===== src/rtl/display_scan_driver_if.sv =====
// Signal bundle between the display scan driver and the segment converter / 74HC595 chain.
// The spec-fixed signal names are kept so the bundle matches the block's pin list.
interface display_scan_driver_if;
    logic [7:0] i_7seg;
    logic       i_blank;
    logic [3:0] o_seg_select;
    logic       o_sclk;
    logic       o_sdata;
    logic       o_latch;
    logic       o_frame_start;

    // Scan driver side.
    modport master (
        input  i_7seg,
        input  i_blank,
        output o_seg_select,
        output o_sclk,
        output o_sdata,
        output o_latch,
        output o_frame_start
    );

    // Converter and shift-register side.
    modport slave (
        output i_7seg,
        output i_blank,
        input  o_seg_select,
        input  o_sclk,
        input  o_sdata,
        input  o_latch,
        input  o_frame_start
    );
endinterface


===== src/rtl/display_scan_driver.sv =====
// Six-digit 7-segment scan driver: selects a digit, captures its segment byte and
// shifts {seg, 2'b00, onehot} into an external 16-bit SIPO chain, then latches and dwells.
module display_scan_driver #(
    parameter int unsigned SCLK_DIV     = 2,
    parameter int unsigned DWELL_CYCLES = 1000
) (
    input  logic                   i_clk,
    input  logic                   i_reset_n,
    display_scan_driver_if.master  bus
);

    localparam int unsigned HALF_W     = (SCLK_DIV > 1) ? $clog2(SCLK_DIV) : 1;
    localparam int unsigned DWELL_W    = (DWELL_CYCLES > 1) ? $clog2(DWELL_CYCLES) : 1;
    localparam int unsigned DIGITS     = 6;
    localparam logic [HALF_W-1:0]  HALF_LAST  = HALF_W'(SCLK_DIV - 1);
    localparam logic [DWELL_W-1:0] DWELL_LAST = DWELL_W'(DWELL_CYCLES - 1);
    localparam logic [3:0]         LAST_DIGIT = 4'(DIGITS - 1);
    localparam logic [3:0]         LAST_BIT   = 4'd15;

    typedef enum logic [2:0] {
        SELECT,
        CAPTURE,
        SHIFT,
        LATCH,
        DWELL
    } state_t;

    state_t               state;
    logic [3:0]           digit;
    logic [14:0]          rest;
    logic [3:0]           bit_cnt;
    logic [HALF_W-1:0]    half_cnt;
    logic [DWELL_W-1:0]   dwell_cnt;
    logic                 sclk;
    logic                 sdata;
    logic                 latch;
    logic                 frame_start;

    logic [7:0]           seg_c;
    logic [5:0]           onehot_c;

    // Segment byte and digit enable as seen at capture time.
    assign seg_c    = bus.i_blank ? 8'h00 : bus.i_7seg;
    assign onehot_c = 6'd1 << digit;

    // Scan sequencer. The first word bit goes out directly from the captured byte, so
    // only the remaining 15 bits need to be held for shifting.
    always_ff @(posedge i_clk or negedge i_reset_n) begin
        if (!i_reset_n) begin
            state       <= SELECT;
            digit       <= '0;
            rest        <= '0;
            bit_cnt     <= '0;
            half_cnt    <= '0;
            dwell_cnt   <= '0;
            sclk        <= 1'b0;
            sdata       <= 1'b0;
            latch       <= 1'b0;
            frame_start <= 1'b0;
        end else begin
            case (state)
                SELECT: begin
                    frame_start <= (digit == 4'd0);
                    state       <= CAPTURE;
                end

                CAPTURE: begin
                    frame_start <= 1'b0;
                    rest        <= {seg_c[6:0], 2'b00, onehot_c};
                    sdata       <= seg_c[7];
                    sclk        <= 1'b0;
                    half_cnt    <= '0;
                    bit_cnt     <= '0;
                    state       <= SHIFT;
                end

                SHIFT: begin
                    if (half_cnt == HALF_LAST) begin
                        half_cnt <= '0;
                        if (!sclk) begin
                            sclk <= 1'b1;
                        end else begin
                            sclk <= 1'b0;
                            if (bit_cnt == LAST_BIT) begin
                                sdata <= 1'b0;
                                latch <= 1'b1;
                                state <= LATCH;
                            end else begin
                                bit_cnt <= bit_cnt + 4'd1;
                                sdata   <= rest[14];
                                rest    <= {rest[13:0], 1'b0};
                            end
                        end
                    end else begin
                        half_cnt <= half_cnt + HALF_W'(1);
                    end
                end

                LATCH: begin
                    if (half_cnt == HALF_LAST) begin
                        half_cnt  <= '0;
                        latch     <= 1'b0;
                        dwell_cnt <= '0;
                        state     <= DWELL;
                    end else begin
                        half_cnt <= half_cnt + HALF_W'(1);
                    end
                end

                DWELL: begin
                    if (dwell_cnt == DWELL_LAST) begin
                        digit <= (digit == LAST_DIGIT) ? 4'd0 : digit + 4'd1;
                        state <= SELECT;
                    end else begin
                        dwell_cnt <= dwell_cnt + DWELL_W'(1);
                    end
                end

                default: begin
                    state <= SELECT;
                end
            endcase
        end
    end

    assign bus.o_seg_select  = digit;
    assign bus.o_sclk        = sclk;
    assign bus.o_sdata       = sdata;
    assign bus.o_latch       = latch;
    assign bus.o_frame_start = frame_start;

endmodule


===== src/flat_wrapper.sv =====
// flat-port wrapper written by rule: the top's interface ports become plain ports
module display_scan_driver_flat 
#(
    parameter int unsigned SCLK_DIV     = 2,
    parameter int unsigned DWELL_CYCLES = 1000
)
  (i_clk, i_reset_n, bus_i_7seg, bus_i_blank, bus_o_seg_select, bus_o_sclk, bus_o_sdata, bus_o_latch, bus_o_frame_start);
  display_scan_driver_if bus_i ();
  input  logic i_clk;
  input  logic i_reset_n;
  input wire logic [$bits(bus_i.i_7seg)-1:0] bus_i_7seg;
  input wire logic [$bits(bus_i.i_blank)-1:0] bus_i_blank;
  output wire logic [$bits(bus_i.o_seg_select)-1:0] bus_o_seg_select;
  output wire logic [$bits(bus_i.o_sclk)-1:0] bus_o_sclk;
  output wire logic [$bits(bus_i.o_sdata)-1:0] bus_o_sdata;
  output wire logic [$bits(bus_i.o_latch)-1:0] bus_o_latch;
  output wire logic [$bits(bus_i.o_frame_start)-1:0] bus_o_frame_start;
  assign bus_i.i_7seg = bus_i_7seg;
  assign bus_i.i_blank = bus_i_blank;
  assign bus_o_seg_select = bus_i.o_seg_select;
  assign bus_o_sclk = bus_i.o_sclk;
  assign bus_o_sdata = bus_i.o_sdata;
  assign bus_o_latch = bus_i.o_latch;
  assign bus_o_frame_start = bus_i.o_frame_start;
  display_scan_driver #(.SCLK_DIV(SCLK_DIV), .DWELL_CYCLES(DWELL_CYCLES)) u_core (.i_clk(i_clk), .i_reset_n(i_reset_n), .bus(bus_i));
endmodule

===== config.mk =====
export PLATFORM = sky130hd
export DESIGN_NAME = display_scan_driver_flat
export DESIGN_NICKNAME = d
export VERILOG_FILES = /design/src/rtl/display_scan_driver_if.sv /design/src/rtl/display_scan_driver.sv /design/src/flat_wrapper.sv
export SDC_FILE = /design/constraint.sdc
export NUM_CORES = 1
export LEC_CHECK = 0
export CAP_MARGIN = 5
export CORE_MARGIN = 4
export CORE_UTILIZATION = 35
export CTS_CLUSTER_SIZE = 8
export DETAILED_ROUTE_END_ITERATION = 10
export SLEW_MARGIN = 0
export SYNTH_ARGS = -nofsm -noshare
export SYNTH_HDL_FRONTEND = slang
export SYNTH_SLANG_ARGS = --single-unit

===== constraint.sdc =====
create_clock -name i_clk -period 4.9 [get_ports i_clk]
set_input_delay 0.98 -clock i_clk [delete_from_list [all_inputs] [get_ports i_clk]]
set_output_delay 0.98 -clock i_clk [all_outputs]
set_load 0.01 [all_outputs]

==> summary by stage <==
Run status
The run finished with clean final reports.

STA
The number of slew-limit violations in the final report is 0. Setup violations remaining at the end of the flow were counted as 0. The final hold violation count is 0. In the final timing run, aggregate negative setup slack is 0 ps. The final critical path takes up roughly 48% of the cycle. Across the routed clock network, the largest skew measured is 5.63 ps. The worst path needs 2360 ps of the cycle, external delays included.

For this run, the top clock speed supported by timing is about 420 MHz. For the pin with the worst max-slew slack, the measured transition is ~900 ps. Setup repair after global routing left no endpoint under its margin. The worst slew margin relative to its limit is 39.4%.

Cells and area
The net count of the finished layout is 240. The fraction of the core area covered by cells at the end of the flow is a little over two fifths. The layout overhead on the synthesized area is 13.8%. The share of post-route cells with drive strength above 1 is between 10% and 20%. The number of antenna diodes in the final layout is 0.

Critical path
The largest individual stage delay along the critical path comes from the cell clkdlybuf4s50_1. The worst reg-to-reg path cell count is 4. The data arrival at the endpoint of the critical path is approximately 1400 ps. Data on the critical path is required at its endpoint by slightly below 4000 ps. The most critical setup path has its endpoint at bus_o_seg_select[0]. The startpoint of the worst setup timing path is u_core.bus.o_seg_select[0].

The critical path goes through clkdlybuf4s50_1. The capturing point of the worst reg2reg path is u_core.rest[10]. The gate family responsible for the most delay along the worst path is buffers and inverters.

The maximum net fanout on the critical path is 8. The delay of the slowest critical-path stage is roughly 600 ps. In this run the register-to-register setup slack is between 2000 and 3000 ps. The number of buffers and inverters on the critical path is 1. In this run the number of cells on the critical path is 1.

The worst setup path is captured at an output port. The nature of the critical path startpoint is a flip-flop. In this run the critical register-to-register path is launched from u_core.state[2]. The worst setup path is of the flip-flop to output port kind.

Clock tree
The longest clock path from root to sink contains 2 buffers. The clock net in this run drives a total of 41 sinks. The tree is rooted in a clkbuf_8. Clock-pin slew was measured on the worst setup and hold paths at 70 ps.

The clock tree from TritonCTS is yes. The H-tree was split into 2 levels. The count of hold-fix buffers inserted at cts is 0. Buffers inserted during clock tree synthesis total 5. The post-CTS setup-driven buffer insertion count is 0. The post-CTS resize count is 0. At the later pin of the worst-skew pair, clock insertion delay measures roughly 280 ps.

Min path
In this run the worst hold path is classified as flip-flop to flip-flop.

Synthesis
The count of warnings emitted by yosys is 0. The number of register bits inferred by synthesis is between 40 and 50. The post-synthesis instance area is roughly 2200 sq um. The number of nets handed over by synthesis was about 230. In the synthesized netlist, the cells that appear most often are 41 x dfrtp_1, 23 x o21ai_0, 18 x nand2_1, 13 x nand3_1, 10 x nor2_1. The share of Yosys cell area claimed by the top area cell type is a little under half. The most repeated cell in the gate-level netlist after synthesis is dfrtp_1. In the post-synthesis netlist, the biggest area contributors are dfrtp_1 47%, o21ai_0 5.3%, mux2_2 4.1%.

The share of async-settable or async-resettable flops after synthesis is between 90% and 100%. Of all cell types, the one taking the most synthesized area is dfrtp_1. Synthesis produced ~210 cells. The number of distinct library cell variants in the gate-level netlist after synthesis is between 40 and 50. After synthesis, the mean cell area works out to roughly 10 sq um. The synthesized design contains 0 enable-type register cells. The sequential fraction of the synthesis area is 46.8%. The dominant synthesized flop cell is dfrtp_1.

Power and ir drop
The worst voltage drop across the vdd grid is roughly 0.12 mV. Summed over all cells, the static leakage comes to 1.06 nW. In this run the power density over the cells is around 230 nW/um^2.

GRT
The pin count of the biggest net entering global routing is 42. The number of global-route vias before repair is ~1600. The sum of overflow across all layers after global routing is 0.

Across every metal layer, demand over resource in global routing totals about 13%. The wire length of the first global-routing pass is approximately 7600 um. The initial antenna violation count is 0.

Detailed routing
The number of violations reported at the end of detailed-routing iteration 0 is about 80. The final layout contains routed wiring with a total length of between 4000 and 5000 um. The detailed router placed between 1500 and 2000 vias in this run. For this run, the detailed router's first-pass iteration total came to 4.

The remaining design rule violation count is 0. In the final routed layout, each cell accounts on average for about 15 um. Dividing the detail-routed via count by the number of cells gives ~5.4. The count of nets left with antenna violations after detail routing is 0.

Floorplan
The die covers about 7600 sq um. The effective utilization at floorplan is between 30 and 40%. During I/O placement, the number of pins put on the boundary was 19. Measured along the y axis, the die boundary spans between 80 and 90 um. The number of rows created at floorplan is 28.

The area of the core is ~6000 sq um. Measured along the x axis, the die boundary spans slightly below 90 um.

Placement
Routability-driven placement finished with a final weighted congestion of 0.762. In this run the tool buffered the top-level ports with 18 buffer cells. Detailed placement ended at an HPWL of ~3000 um.

Run
Across the run, the number of max-cap violations was 0.
## stage by stage
step / instance area, sq um / instances / setup slack (ps) / total power [mW] / hold WS, ps
detailed placement: 2410 / 294 / 2530 / 0.362 / 488
global placement: 2410 / 294 / 2560 / 0.362 / 494
finish: 2490 / 301 / 2540 / 0.575 / 512
CTS: 2490 / 301 / 2520 / 0.585 / 514
floorplan: 2190 / 212 / 3180 / 0.347 / 471
global route: 2490 / 301 / 2370 / 0.601 / 528
## worst min-delay path by stage
stage / start / end / cells past startpoint
2_1_floorplan: u_core.rest[7] / u_core.rest[7] / 2
5_1_grt: u_core.rest[10] / u_core.rest[10] / 1
4_1_cts: u_core.rest[6] / u_core.rest[6] / 2
6_report: u_core.rest[7] / u_core.rest[7] / 2
3_5_place_dp: u_core.rest[10] / u_core.rest[10] / 1
3_3_place_gp: u_core.rest[8] / u_core.rest[8] / 1
## power breakdown
group	switching [mW]	leakage (nW)	internal [mW]	total, mW
Sequential	0	0.540	0.338	0.338
Clock	0.109	0.0443	0.112	0.221
Combinational	0.00870	0.476	0.00799	0.0167
Total	0.118	1.06	0.458	0.575
## worst min-delay path: cells and delay by family, from the launching register on
kind               cells  cell delay, ps
DFF                    1             340
AOI/OAI and AO/OA      2             140
## registers in the layout, indices dropped and copies added (netlist names)
| register | cells |
|---|---|
| u_core.bit_cnt | 4 |
| u_core.bus.o_frame_start | 1 |
| u_core.bus.o_latch | 1 |
| u_core.bus.o_sclk | 1 |
| u_core.bus.o_sdata | 1 |
| u_core.bus.o_seg_select | 4 |
| u_core.dwell_cnt | 10 |
| u_core.half_cnt | 1 |
| u_core.rest | 15 |
| u_core.state | 3 |
## layout by cell type (no fill, tap or decap), drive strengths merged, types with 2 or more instances in the layout
master / Yosys / routed
dfrtp: 41 / 41
o21ai: 23 / 23
nand2: 18 / 18
clkdlybuf4s50: 0 / 17
mux2: 14 / 14
nand3: 13 / 13
nor2: 11 / 11
o31ai: 9 / 9
inv: 8 / 8
nor2b: 7 / 7
clkbuf: 6 / 7
xnor2: 5 / 5
o221a: 5 / 5
nor4: 5 / 5
nand2b: 3 / 3
a21oi: 3 / 3
ha: 3 / 3
nor3b: 3 / 3
nand4b: 2 / 2
nor4bb: 2 / 2
nand4: 2 / 2
a31oi: 2 / 2
o211ai: 2 / 2
nand3b: 2 / 2
## routing by layer
layer,wire length (um),GRT usage [%]
met5,0,0
met4,55,4.74
met3,172,3.22
met2,1890,17.8
met1,2260,18.8
## area by class of cell
cell class,count,area [sq um]
timing repair buffer,18,175
sequential,41,1030
tap,75,93.8
multi-input combinational,152,1080
clock buffer,7,86.3
inverter,8,30.0
fill,593,3500
## logic make-up after synthesis
group | after synthesis | synth area share, %
buffers and inverters | 19 | 3.82
adder cells (fa/ha/maj) | 3 | 1.71
multiplexers | 14 | 8.05
flip-flops | 41 | 46.8
AND/OR/NAND/NOR | 74 | 19.8
AO/OA/AOI/OAI | 55 | 17.4
XOR/XNOR | 6 | 2.40
Note: power is estimated with default switching activity, not from simulation.
==> patch 1, RTL diff (same flow settings) <==
Encoding of `state_t`: now Gray code (3 bits for 5 states).
--- a/src/rtl/display_scan_driver.sv
+++ b/src/rtl/display_scan_driver.sv
@@ -18,11 +18,11 @@
     localparam logic [3:0]         LAST_BIT   = 4'd15;
 
     typedef enum logic [2:0] {
-        SELECT,
-        CAPTURE,
-        SHIFT,
-        LATCH,
-        DWELL
+        SELECT  = 3'b000,
+        CAPTURE = 3'b001,
+        SHIFT   = 3'b011,
+        LATCH   = 3'b010,
+        DWELL   = 3'b110
     } state_t;
 
     state_t               state;
Function: same outputs for any inputs over 10 cycles, from zero or initial values and one cycle with i_reset_n low; not proved beyond that.
==> patch 1 against the original RTL <==
- sequential cell count unchanged
- sequential power about the same
- setup slack improved by 11 ps
- synthesized cell count decreased by 2.8%
- largest cell class unchanged
- wire length decreased by 4.5%
- total power increased by 7.5%
- cell area decreased by 1.3%
- combinational power decreased by 4%
- utilization decreased by 0.057 points
- critical path depth unchanged
- global-route usage decreased by 0.40 points
- maximum frequency increased by 0.47%
- area after synthesis decreased by 2.3%
==> patch 1: results (changes against the original RTL) <==
yosys:
  yosysUniqueCellTypes: 55  # +12%
  synth.top_cells.by_count: "dfrtp_1 (41), nand2_1 (27), o21ai_0 (15)"
  syn_nets: 220  # -2.7%
  ys_seq_area_share_pct: 47.93  # +1.1 points
  synth_area_leaders: "dfrtp_1 (48%), nand2_1 (4.7%), mux2_4 (3.5%)"
global_routing:
  grtUsageMet3_pct: 3.517  # +0.30 points
  track_usage_pct: 12.31  # -0.40 points
  grt_pass1_wl_mm: 7.300  # -4.4%
  antenna_found_initial: 0  # unchanged
  grtUsageMet2_pct: 18.92  # +1.1 points
  use_met1_pct: 16.89  # -1.9 points
  first_global_vias: 1537  # -2.7%
detailed_routing:
  vias: 1575  # -2.2%
  routed_wirelength_mm: 4.188  # -4.5%
  drt_iter0_drc: 85  # +4.9%
hold_path:
  min_from: "u_core.rest[9]$_DFFE_PN0P_"
  hp-class: "reg2reg"
final_layout:
  finalNetCount: 236  # -1.7%
  drive_gt1_share_pct: 11.26  # -2.9 points
  fillers: 565  # -4.7%
place:
  dpl.hpwl_mm: 2.929  # -2.7%
  gp_congestion: 0.7342  # -3.7%
  place_ws_ps: 2582  # +49.15 ps
setup_path:
  rr_startpoint: "u_core.state[1]$_DFFE_PN0P_"
  startpoint: "u_core.bus.o_seg_select[0]$_DFFE_PN0P_"
power:
  p_leak_nw: 1.116  # +5.1%
  peakVddDrop_v: 0.0001169  # -4.4%
status:
  outcome: "completed"
sta:
  worst_clock_skew_ps: 9.099  # +3.468 ps
  slew_headroom_pct: 39.83  # +0.40 points
[patch 1: cell count changes after synthesis, moves of 5 or more]
cell and change:
a22o_1 +6, clkbuf_1 -5, mux2_2 -6, nand2_1 +9, nand3_1 -7, o21ai_0 -8
o221a_1 +5, o221a_2 -5
[patch 1: worst register-to-register path, cell delays in order, from the launching register on]
cell     delay (ps)
dfrtp_1         600
and3b_1         570
a21oi_4         120
nor2_2          530
mux2_1          380
[patch 1: metal layers]
layer | share of wire (%) | up-vias
met5 | 0 | -
met3 | 4.8 | 7
met2 | 45 | 26
met1 | 49 | 749
li1 | - | 793
met4 | 1.4 | 0
[patch 1: path summary, 6_finish.rpt]
| path | endpoint | slack (ps) | depth (start not counted) |
|---|---|---|---|
| setup / recovery | bus_o_seg_select[0] | 2550 | 1 |
| hold / removal | u_core.rest[9]$_DFFE_PN0P_ | 490 | 1 |
| setup reg to reg | u_core.rest[8]$_DFFE_PN0P_ | 2600 | 4 |
| hold reg to reg | u_core.rest[9]$_DFFE_PN0P_ | 490 | 1 |
| max in group asynchronous | u_core.dwell_cnt[8]$_DFFE_PN0P_ | 3520 | 1 |
| min in group asynchronous | u_core.bus.o_sdata$_DFFE_PN0P_ | 810 | 1 |
[patch 1: per-stage QoR]
stage / area, um^2 / cells / hold slack, ps / util [%]
finish: 2461 / 297 / 495.0 / 41.57
global route: 2461 / 297 / 527.7 / 41.57
CTS: 2461 / 297 / 497.5 / 41.57
detailed placement: 2357 / 290 / 478.9 / 39.81
global placement: 2357 / 290 / 472.2 / 39.81
floorplan: 2141 / 206 / 458.0 / -
[patch 1: logic make-up after synthesis]
logic type,Yosys count,synth area share (%)
AND/OR/NAND/NOR,75,19.40
flip-flops,41,47.93
adder cells (fa/ha/maj),3,1.754
XOR/XNOR,3,1.228
AO/OA/AOI/OAI,59,20.40
multiplexers,9,5.611
buffers and inverters,16,3.682
[patch 1: cell type report]
type / instances / area, um^2 / area share, %
Clock buffer: 5 / 68.82 / 2.796
Clock inverter: 2 / 35.03 / 1.423
Inverter: 7 / 26.28 / 1.068
Multi-Input combinational cell: 149 / 1036 / 42.09
Sequential cell: 41 / 1026 / 41.69
Tap cell: 75 / 93.84 / 3.813
Timing Repair Buffer: 18 / 175.2 / 7.117
[patch 1: report_power, final]
| part | total (mW) | internal (mW) | leakage, nW | switching [mW] |
|---|---|---|---|---|
| Sequential | 0.338 | 0.338 | 0.535 | 0 |
| Combinational | 0.0160 | 0.00712 | 0.527 | 0.00885 |
| Clock | 0.265 | 0.148 | 0.0540 | 0.117 |
| Total | 0.619 | 0.493 | 1.12 | 0.126 |
==> patch 2, RTL diff (same flow settings) <==
Without the edit above. `SCLK_DIV` is set to 2 in 2 places; all go to 8.
--- a/src/rtl/display_scan_driver.sv
+++ b/src/rtl/display_scan_driver.sv
@@ -1,7 +1,7 @@
 // Six-digit 7-segment scan driver: selects a digit, captures its segment byte and
 // shifts {seg, 2'b00, onehot} into an external 16-bit SIPO chain, then latches and dwells.
 module display_scan_driver #(
-    parameter int unsigned SCLK_DIV     = 2,
+    parameter int unsigned SCLK_DIV     = 8,
     parameter int unsigned DWELL_CYCLES = 1000
 ) (
     input  logic                   i_clk,
--- a/src/flat_wrapper.sv
+++ b/src/flat_wrapper.sv
@@ -1,7 +1,7 @@
 // flat-port wrapper written by rule: the top's interface ports become plain ports
 module display_scan_driver_flat 
 #(
-    parameter int unsigned SCLK_DIV     = 2,
+    parameter int unsigned SCLK_DIV     = 8,
     parameter int unsigned DWELL_CYCLES = 1000
 )
   (i_clk, i_reset_n, bus_i_7seg, bus_i_blank, bus_o_seg_select, bus_o_sclk, bus_o_sdata, bus_o_latch, bus_o_frame_start);
Formal check against the unedited RTL: not equivalent (a bounded check fails within 10 cycles, from zero or initial values and one cycle with i_reset_n low).
==> patch 2 against the original RTL <==
- maximum frequency up 0.94%
- clock power up 11%
- sequential share of layout area up 1.3 points
- sequential cell count up 2
- setup slack better by 22 ps
- largest cell class is now registers
- via count up 9.0%
- cell area up 1.8%
- wire length up 4.5%
- count of clock-buffer cells in the layout up 1
- total power up 8.0%
- area after synthesis up 1.8%
- cell count up 5.3%
- register-to-register slack about the same
==> patch 2: results (changes against the original RTL) <==
setup_path:
  slowest_delay_ps: 690  # +90 ps
  worst_path_max_delay_cell: "dfrtp_1"
  crit_fanout: 28  # +20
  arrival_ps: 2520  # +1140 ps
  r2r-end: "u_core.bit_cnt[0]$_DFFE_PN0P_"
  r2r_cells: 3  # -1
  rr_startpoint: "u_core.state[1]$_DFFE_PN0P_"
  r2r_slack_ps: 2560  # about the same
power:
  peakVddDrop_v: 0.0001330  # +8.8%
  p_leak_nw: 1.067  # +0.58%
clock_tree:
  path_clk_slew_ps: 80
  cts_inserted_buffers: 5  # unchanged
  cts_root_buf: "clkbuf_8"
global_routing:
  track_usage_pct: 12.77  # +0.060 points
  grt_max_degree: 44  # +4.8%
  first_global_vias: 1635  # +3.5%
  grt_pass1_wl_mm: 7.845  # +2.7%
yosys:
  ys_seq_area_share_pct: 48.21  # +1.4 points
  synth.top_cells.by_count: "dfrtp_1 (43), nand2_1 (22), a21oi_1 (16)"
  syn_nets: 248  # +9.7%
  synth_area_leaders: "dfrtp_1 (48%), nand2_1 (3.7%), a21oi_1 (3.6%)"
  yosysUniqueCellTypes: 48  # -2.0%
  yosysWarnings: 0  # unchanged
detailed_routing:
  drt-met1-wl_mm: 2.439  # +7.8%
  via_per_inst: 5.539  # +3.5%
  drt_iter0_drc: 114  # +41%
  wl_met2_mm: 1.944  # +2.6%
  post_drt_wl_per_cell_um: 14.45  # -0.76%
hold_path:
  hold_end: "u_core.rest[10]$_DFFE_PN0P_"
  min_from: "u_core.rest[10]$_DFFE_PN0P_"
sta:
  fin_hold_ws_ps: 481.7  # -29.98 ps
  slew_headroom_pct: 24.09  # -15 points
  worst_clock_skew_ps: 10.66  # +5.028 ps
final_layout:
  drive_gt1_share_pct: 6.612  # -7.5 points
  fillers: 579  # -2.4%
  finalNetCount: 257  # +7.1%
status:
  outcome: "completed"
place:
  gp_congestion: 0.8621  # +13%
  portBuffers: 18  # unchanged
  dpl.hpwl_mm: 3.128  # +3.9%
==> patch 2: cell count changes after synthesis, moves of 6 or more <==
cell     delta
mux2_2      -7
o21ai_0    -13
o21ai_1     +8
a22o_1      +6
a21oi_1    +13
o31ai_1     -6
nor3b_1     +8
==> patch 2: logic make-up after synthesis <==
group	share of synthesized area, %
XOR/XNOR	1.177
flip-flops	48.21
AO/OA/AOI/OAI	21.36
buffers and inverters	4.092
AND/OR/NAND/NOR	20.91
multiplexers	1.457
adder cells (fa/ha/maj)	2.803
==> patch 2: final cells by class <==
class	instances	area share (%)
sequential	43	42.41
tap	75	3.698
timing repair buffer	18	6.903
clock buffer	8	3.945
multi-input combinational	167	42.16
inverter	6	0.8876
==> patch 2: per-layer routing <==
layer / up-vias / GRT usage, %
li1: 881 / -
met1: 842 / 19.41
met2: 27 / 17.53
met3: 6 / 2.728
met4: 0 / 5.021
met5: - / 0
==> patch 2: worst max-delay path by stage <==
stage                                                      start                                endpoint  slack (ps)  cells past startpoint
after detailed placement             u_core.state[1]$_DFFE_PN0P_           u_core.bit_cnt[0]$_DFFE_PN0P_        2590                      3
final                                u_core.state[1]$_DFFE_PN0P_           u_core.bit_cnt[0]$_DFFE_PN0P_        2560                      3
after floorplan                      u_core.state[0]$_DFFE_PN0P_  u_core.bus.o_seg_select[1]$_DFFE_PN0P_        2960                      6
after CTS                 u_core.bus.o_seg_select[1]$_DFFE_PN0P_                     bus_o_seg_select[1]        2550                      1
after global placement               u_core.state[1]$_DFFE_PN0P_           u_core.bit_cnt[0]$_DFFE_PN0P_        2610                      3
after global routing                 u_core.state[1]$_DFFE_PN0P_           u_core.bit_cnt[0]$_DFFE_PN0P_        2390                      3
==> patch 2: worst max-delay path: cells and delay by family, from the launching register on <==
family / cells / cell delay (ps)
compound gates: 1 / 550
flops: 1 / 690
mux: 1 / 380
simple gates: 1 / 600
==> patch 2: power by group <==
part / switching (mW) / total, mW / internal, mW
clock: 0.116 / 0.245 / 0.129
combinational: 0.00958 / 0.0186 / 0.00900
sequential: 0.00132 / 0.358 / 0.357
total: 0.127 / 0.621 / 0.494
==> patch 2: stage by stage <==
| step | cells | util (%) | area, um^2 |
|---|---|---|---|
| after floorplan | 232 | - | 2232 |
| after global placement | 309 | 40.21 | 2437 |
| after detailed placement | 309 | 40.21 | 2437 |
| after CTS | 317 | 41.87 | 2537 |
| after global routing | 317 | 41.87 | 2537 |
| final | 317 | 41.87 | 2537 |
